--- src/rtl/bcm_pkg.sv ---
// bcm_pkg - shared types and sizing helpers for the BCM plane sequencer.
//
// Contents:
//   bcm_state_e  - sequencer states IDLE/FETCH/SHOW/BLANK/DONE
//   *_DEF        - default BIT_DEPTH / ADDR_W / BASE_TICKS
//   plane_ticks  - on-time of bit-plane b, BASE_TICKS << b
//   cnt_width    - tick counter width, wide enough for the longest plane
//
// Optional feature macro used by the files importing this package:
//   BCM_GLOBAL_DIM_EN (global dimming via dim_shift).
package bcm_pkg;

    localparam int BIT_DEPTH_DEF  = 8;
    localparam int ADDR_W_DEF     = 7;
    localparam int BASE_TICKS_DEF = 4;

    typedef enum logic [2:0] {
        IDLE  = 3'd0,
        FETCH = 3'd1,
        SHOW  = 3'd2,
        BLANK = 3'd3,
        DONE  = 3'd4
    } bcm_state_e;

    function automatic int plane_ticks(input int base, input int b);
        return base << b;
    endfunction

    function automatic int cnt_width(input int base, input int depth);
        return $clog2(base << (depth - 1)) + 1;
    endfunction

    localparam int CNT_W_DEF = cnt_width(BASE_TICKS_DEF, BIT_DEPTH_DEF);

endpackage

--- src/rtl/bcm_plane_timer.sv ---
// bcm_plane_timer - loadable down-counter timing one bit-plane.
//
// Ports:
//   clk, rst_n      clock, asynchronous active-low reset
//   load_i          reload the counter this edge (entry into SHOW)
//   load_value_i    plane length minus one
//   on_value_i      lit cycles for the plane (BCM_GLOBAL_DIM_EN only)
//   last_tick_o     counter has reached zero: final cycle of the plane
//   on_window_o     the cycle after this edge is inside the lit window
//                   (BCM_GLOBAL_DIM_EN only)
module bcm_plane_timer #(
    parameter int CNT_W = 10
) (
    input  logic             clk,
    input  logic             rst_n,
    input  logic             load_i,
    input  logic [CNT_W-1:0] load_value_i,
`ifdef BCM_GLOBAL_DIM_EN
    input  logic [CNT_W-1:0] on_value_i,
    output logic             on_window_o,
`endif
    output logic             last_tick_o
);

    logic [CNT_W-1:0] cnt_q, cnt_d;

    // Saturates at zero; it never wraps back to the top.
    always_comb begin
        cnt_d = cnt_q;
        if (load_i)
            cnt_d = load_value_i;
        else if (cnt_q != '0)
            cnt_d = cnt_q - CNT_W'(1);
    end

    always_ff @(posedge clk or negedge rst_n) begin
        if (!rst_n) cnt_q <= '0;
        else        cnt_q <= cnt_d;
    end

    assign last_tick_o = (cnt_q == '0);

`ifdef BCM_GLOBAL_DIM_EN
    // Remaining lit cycles, current cycle included. The window flag looks at
    // the next value because led_out is registered one edge ahead.
    logic [CNT_W-1:0] on_cnt_q, on_cnt_d;

    always_comb begin
        on_cnt_d = on_cnt_q;
        if (load_i)
            on_cnt_d = on_value_i;
        else if (on_cnt_q != '0)
            on_cnt_d = on_cnt_q - CNT_W'(1);
    end

    always_ff @(posedge clk or negedge rst_n) begin
        if (!rst_n) on_cnt_q <= '0;
        else        on_cnt_q <= on_cnt_d;
    end

    assign on_window_o = (on_cnt_d != '0);
`endif

endmodule

--- src/rtl/bcm_plane_sequencer.sv ---
// bcm_plane_sequencer - binary-code-modulation engine feeding one LED from
// the brightness word at the address held by pointerRegister.
//
// Ports:
//   clk, rst_n     clock, asynchronous active-low reset
//   enable         level-sensitive run request
//   address        current pointer from pointerRegister
//   pixel_data     brightness word for address, sampled in FETCH
//   dim_shift      global dim, sampled in FETCH (BCM_GLOBAL_DIM_EN only)
//   led_out        registered BCM drive
//   operation_dn   one-cycle pulse in DONE, advances pointerRegister
//   plane_idx      bit-plane currently shown
//   cur_addr       address latched in FETCH
//   busy           high in every state but IDLE
//
// Every address takes FETCH + sum(plane times) + (BIT_DEPTH-1) BLANKs + DONE
// clocks regardless of pixel value.
// Optional feature macro: BCM_GLOBAL_DIM_EN.
module bcm_plane_sequencer
    import bcm_pkg::*;
#(
    parameter int BIT_DEPTH  = BIT_DEPTH_DEF,
    parameter int ADDR_W     = ADDR_W_DEF,
    parameter int BASE_TICKS = BASE_TICKS_DEF,
    localparam int PW        = (BIT_DEPTH > 1) ? $clog2(BIT_DEPTH) : 1
) (
    input  logic                 clk,
    input  logic                 rst_n,
    input  logic                 enable,
    input  logic [ADDR_W-1:0]    address,
    input  logic [BIT_DEPTH-1:0] pixel_data,
`ifdef BCM_GLOBAL_DIM_EN
    input  logic [1:0]           dim_shift,
`endif
    output logic                 led_out,
    output logic                 operation_dn,
    output logic [PW-1:0]        plane_idx,
    output logic [ADDR_W-1:0]    cur_addr,
    output logic                 busy
);

    localparam int CNT_W = cnt_width(BASE_TICKS, BIT_DEPTH);

    bcm_state_e           state_q, state_d;
    logic [BIT_DEPTH-1:0] word_q, word_d;
    logic [ADDR_W-1:0]    addr_q, addr_d;
    logic [PW-1:0]        plane_q, plane_d;
    logic                 led_q, led_d, dn_q, dn_d, busy_q, busy_d;
    logic                 tmr_load, tmr_last, led_gate;
    logic [CNT_W-1:0]     tmr_load_val;

    // ---- state register ----
    always_ff @(posedge clk or negedge rst_n) begin
        if (!rst_n) state_q <= IDLE;
        else        state_q <= state_d;
    end

    // ---- next-state logic ----
    always_comb begin
        state_d = state_q;
        unique case (state_q)
            IDLE:    state_d = enable ? FETCH : IDLE;
            FETCH:   state_d = enable ? SHOW : IDLE;
            SHOW: begin
                if (!enable)
                    state_d = IDLE;
                else if (tmr_last)
                    state_d = (plane_q < PW'(BIT_DEPTH - 1)) ? BLANK : DONE;
            end
            BLANK:   state_d = enable ? SHOW : IDLE;
            DONE:    state_d = enable ? FETCH : IDLE;
            default: state_d = IDLE;
        endcase
    end

    // ---- datapath: word/address capture and plane stepping ----
    // The word is taken from pixel_data directly on the FETCH->SHOW edge so
    // plane 0 can be driven on that same edge.
    always_comb begin
        word_d = word_q;
        addr_d = addr_q;
        if (state_q == FETCH) begin
            word_d = pixel_data;
            addr_d = address;
        end
        if (state_d == IDLE || state_d == FETCH)
            plane_d = '0;
        else if (state_q == BLANK && state_d == SHOW)
            plane_d = plane_q + PW'(1);
        else
            plane_d = plane_q;
        tmr_load     = (state_d == SHOW) && (state_q != SHOW);
        tmr_load_val = CNT_W'(plane_ticks(BASE_TICKS, int'(plane_d)) - 1);
    end

`ifdef BCM_GLOBAL_DIM_EN
    logic [1:0]       dim_q, dim_d;
    logic [CNT_W-1:0] tmr_on_val;

    always_comb begin
        dim_d      = (state_q == FETCH) ? dim_shift : dim_q;
        tmr_on_val = CNT_W'(plane_ticks(BASE_TICKS, int'(plane_d)) >> dim_d);
    end

    always_ff @(posedge clk or negedge rst_n) begin
        if (!rst_n) dim_q <= '0;
        else        dim_q <= dim_d;
    end

    bcm_plane_timer #(.CNT_W(CNT_W)) u_timer (
        .clk          (clk),
        .rst_n        (rst_n),
        .load_i       (tmr_load),
        .load_value_i (tmr_load_val),
        .on_value_i   (tmr_on_val),
        .on_window_o  (led_gate),
        .last_tick_o  (tmr_last)
    );
`else
    assign led_gate = 1'b1;

    bcm_plane_timer #(.CNT_W(CNT_W)) u_timer (
        .clk          (clk),
        .rst_n        (rst_n),
        .load_i       (tmr_load),
        .load_value_i (tmr_load_val),
        .last_tick_o  (tmr_last)
    );
`endif

    // ---- output logic: registered outputs describe the state being entered ----
    always_comb begin
        led_d  = (state_d == SHOW) && word_d[plane_d] && led_gate;
        dn_d   = (state_d == DONE);
        busy_d = (state_d != IDLE);
    end

    always_ff @(posedge clk or negedge rst_n) begin
        if (!rst_n) begin
            word_q  <= '0;
            addr_q  <= '0;
            plane_q <= '0;
            led_q   <= 1'b0;
            dn_q    <= 1'b0;
            busy_q  <= 1'b0;
        end else begin
            word_q  <= word_d;
            addr_q  <= addr_d;
            plane_q <= plane_d;
            led_q   <= led_d;
            dn_q    <= dn_d;
            busy_q  <= busy_d;
        end
    end

    assign led_out      = led_q;
    assign operation_dn = dn_q;
    assign plane_idx    = plane_q;
    assign cur_addr     = addr_q;
    assign busy         = busy_q;

endmodule

--- config.mk ---
export PLATFORM = sky130hd
export DESIGN_NAME = bcm_plane_sequencer
export DESIGN_NICKNAME = d
export VERILOG_FILES = /design/src/rtl/bcm_pkg.sv /design/src/rtl/bcm_plane_timer.sv /design/src/rtl/bcm_plane_sequencer.sv
export SDC_FILE = /design/constraint.sdc
export NUM_CORES = 1
export LEC_CHECK = 0
export ABC_AREA = 1
export BUFFER_PORTS_ARGS = -buffer_cell sky130_fd_sc_hd__buf_4
export CAP_MARGIN = 0
export CORE_MARGIN = 2
export CORE_UTILIZATION = 45
export CTS_CLUSTER_SIZE = 16
export DETAILED_ROUTE_END_ITERATION = 10
export PLACE_DENSITY = 0.74
export RECOVER_POWER = 25
export REMOVE_ABC_BUFFERS = 1
export SLEW_MARGIN = 25
export SYNTH_ARGS = -nofsm -noshare
export SYNTH_HDL_FRONTEND = slang
export SYNTH_SLANG_ARGS = --single-unit
--- constraint.sdc ---
create_clock -name clk -period 5.3 [get_ports clk]
set_clock_uncertainty 0.2 [all_clocks]
set_input_delay 1.06 -clock clk [delete_from_list [all_inputs] [get_ports clk]]
set_output_delay 1.06 -clock clk [all_outputs]
set_load 0.1 [all_outputs]
==> key figures <==
Run status
  • Status: complete, but fails checks
  • Failing checks: capacitance limit, slew limit

Clock network
  • Clk sinks: 34
  • CTS buffer count: 5
  • Setup bufs post-CTS: 0
  • TritonCTS clock tree: done
  • Clock root cell: clkbuf_8
  • Worst-path clk slew: 0.07 ns
  • CTS H-tree depth: 2
  • Clk_lat worst skew: 0.29 ns
  • Post-CTS sizing: 0
  • CTS Hold Buffers Added: 0
  • Max clock buf depth: 2

Logic synthesis
  • Synthesis Warnings: 0
  • Yosys top cell by area: dfrtp_1
  • Mean Syn Cell Area: 9.03 um^2
  • Top cell type's share of synthesized area: 45.1%
  • Synth top area cells: dfrtp_1 (45%), mux2_2 (9.0%), nand2_1 (6.8%), nor2_1 (5.4%), inv_1 (4.0%)
  • Synth unique cells: 30
  • Mapped Cells: 209
  • Post-synth ARST share: 100%
  • Post-synth top cells: dfrtp_1 (34), nand2_1 (34), nor2_1 (27)
  • EDFF count, synth: 0
  • Post-Syn Area: 1890 um^2
  • Synthesized flop and latch total: 34
  • Main synth FF type: dfrtp_1
  • Sequential fraction of the synthesis area: 45.1%

Global routing
  • Largest net degree at the start of global routing: 35
  • Total Routing Usage GR: 18.4%
  • Vias in the first global route: 1463
  • Initial antenna violation count: 0
  • Grt total ovfl: 0
  • Global-route wire length before repair: 6.37 mm

Detailed routing
  • DR vias: 1550
  • Vias per cell: 5.25
  • Iter 0 DRT Violations: 76
  • Drt pass-1 iters: 5
  • Number of remaining DRC errors: 0
  • Post-Route WL: 3.87 mm
  • Routed Antenna Nets: 0
  • WL per Instance: 13.1 um

Finish
  • Area grow syn2layout: 19.4%
  • Fillers: 364
  • Share of layout cells above drive strength 1: 31.0%
  • Finished Layout Cells: 295
  • NumNets Final: 266
  • Diode count: 0

Placed design
  • PortBufs: 30
  • HPWL Detailed: 2.89 mm
  • Final Wtd Congestion: 0.799
  • Post-Place Cells: 287

Floorplanning
  • Core Rows: 23
  • Die Span X: 68.8 um
  • Die Ht: 68.8 um
  • Core area: 4030 um^2
  • IO Count: 31
  • Die area: 4730 um^2
  • Starting Density: 46.8%

Worst setup path
  • Worst setup EP type: flop
  • Crit path from: u_timer.cnt_q[0]
  • Max FO, Critical Path: 5
  • Reg2Reg Setup Slack: 2.40 ns
  • Critical path type: flop to flop
  • Startpoint types: flop
  • Worst EP required: 5.33 ns
  • Origin of the critical flop-to-flop path: u_timer.cnt_q[0]
  • Arr. time, crit path: 2.93 ns

Timing
  • Final Hold Viols: 0
  • Slew @ Worst Pin: 1.80 ns
  • RSZ-0062 raised after global routing: false
  • Setup tns final: 0 ns
  • Final min period: 2.90 ns
  • WHS: 0.296 ns
  • Final period util: 54.7%
  • Relative slew margins: -20.0%
  • Fmax: 345 MHz
  • Slew Viols, Final: 35
  • Final setup fails: 0

Power
  • Tot Pwr: 0.999 mW
  • Leakage: 1.08 nW
  • Peak supply drop: 0.200 mV
  • PwrDens: 443 nW/um^2

Worst hold path
  • Worst min path class: flop to flop
  • HP Start: word_q[7]

Run
  • Maxcap violations: 1
## state kept, by name, indices dropped and copies added (netlist names)
signal and cells:
busy 1, cur_addr 7, led_out 1, operation_dn 1, plane_idx 3, state_q 3, u_timer.cnt_q 10, word_q 8
## report_power, final
group,internal (mW),switching [mW],total (mW)
combinational,0.142,0.269,0.410
clock,0.105,0.0941,0.199
sequential,0.332,0.0575,0.389
total,0.578,0.420,0.999
## worst max-delay path, cell delays in order (launching register included)
cell,delay (ns)
dfrtp_1,0.36
inv_1,0.12
ha_1,0.19
inv_1,0.05
nor2_1,0.23
nand3_2,0.16
nand2_2,0.11
nand2_1,0.06
nand4_2,0.11
nand2_1,0.12
nand2_1,0.11
nand2_1,0.11
nand3_1,0.14
ha_1,0.22
inv_1,0.07
a21oi_1,0.17
nand4_1,0.12
nand3_1,0.09
nand2_1,0.05
inv_1,0.04
## cells by family (layout without fill, tap and decap cells)
kind of cell,after synthesis,in the layout,synth area share [%]
AO/OA/AOI/OAI,21,21,7.49
flip-flops,34,34,45.1
buffers and inverters,25,61,5.04
multiplexers,15,15,8.95
XOR/XNOR,7,7,3.25
AND/OR/NAND/NOR,103,103,27.5
adder cells (fa/ha/maj),4,4,2.65
## per-layer routing
| metal | global-route usage, % | vias up | share of wire [%] |
|---|---|---|---|
| met5 | 0 | - | 0 |
| met4 | 5.88 | 0 | 1.6 |
| met3 | 4.71 | 8 | 7.9 |
| met2 | 31.5 | 58 | 46 |
| met1 | 22.8 | 722 | 44 |
| li1 | - | 762 | - |
## metrics by stage
step	util [%]	worst slack, ns	cell area [um^2]
2_1_floorplan	-	2.39	1880
3_3_place_gp	53.8	2.34	2170
3_5_place_dp	53.8	2.24	2170
4_1_cts	56.0	2.43	2260
5_1_grt	55.9	2.16	2250
6_report	55.9	2.40	2250
## cell type report
cell class                 instances  area, um^2  area share [%]
multi-input combinational        150         941            41.8
sequential                        34         851            37.8
timing repair buffer              30         221            9.83
clock buffer                       7        86.3            3.83
inverter                          23        86.3            3.83
tap                               50        62.6            2.78
clock inverter                     1        5.00           0.222
## worst paths after layout
kind,to,cells after the start
setup / recovery,u_timer.cnt_q[8],19
hold / removal,word_q[7],1
setup reg to reg,u_timer.cnt_q[8],19
hold reg to reg,word_q[7],1
max in group asynchronous,plane_idx[0],1
min in group asynchronous,operation_dn,1
## cell usage in the layout (no fill, tap or decap), drive strengths merged, types with 2 or more instances in the layout
cell type / synthesis / layout
nand2: 42 / 42
dfrtp: 34 / 34
nor2: 31 / 31
buf: 1 / 29
inv: 23 / 23
mux2: 15 / 15
nand3: 12 / 12
a21oi: 10 / 10
nand4: 8 / 8
nor3: 8 / 8
clkbuf: 1 / 8
o21ai: 7 / 7
xnor2: 4 / 4
ha: 4 / 4
xor2: 3 / 3
nor4: 2 / 2
Power figures use the tool's default switching activity.
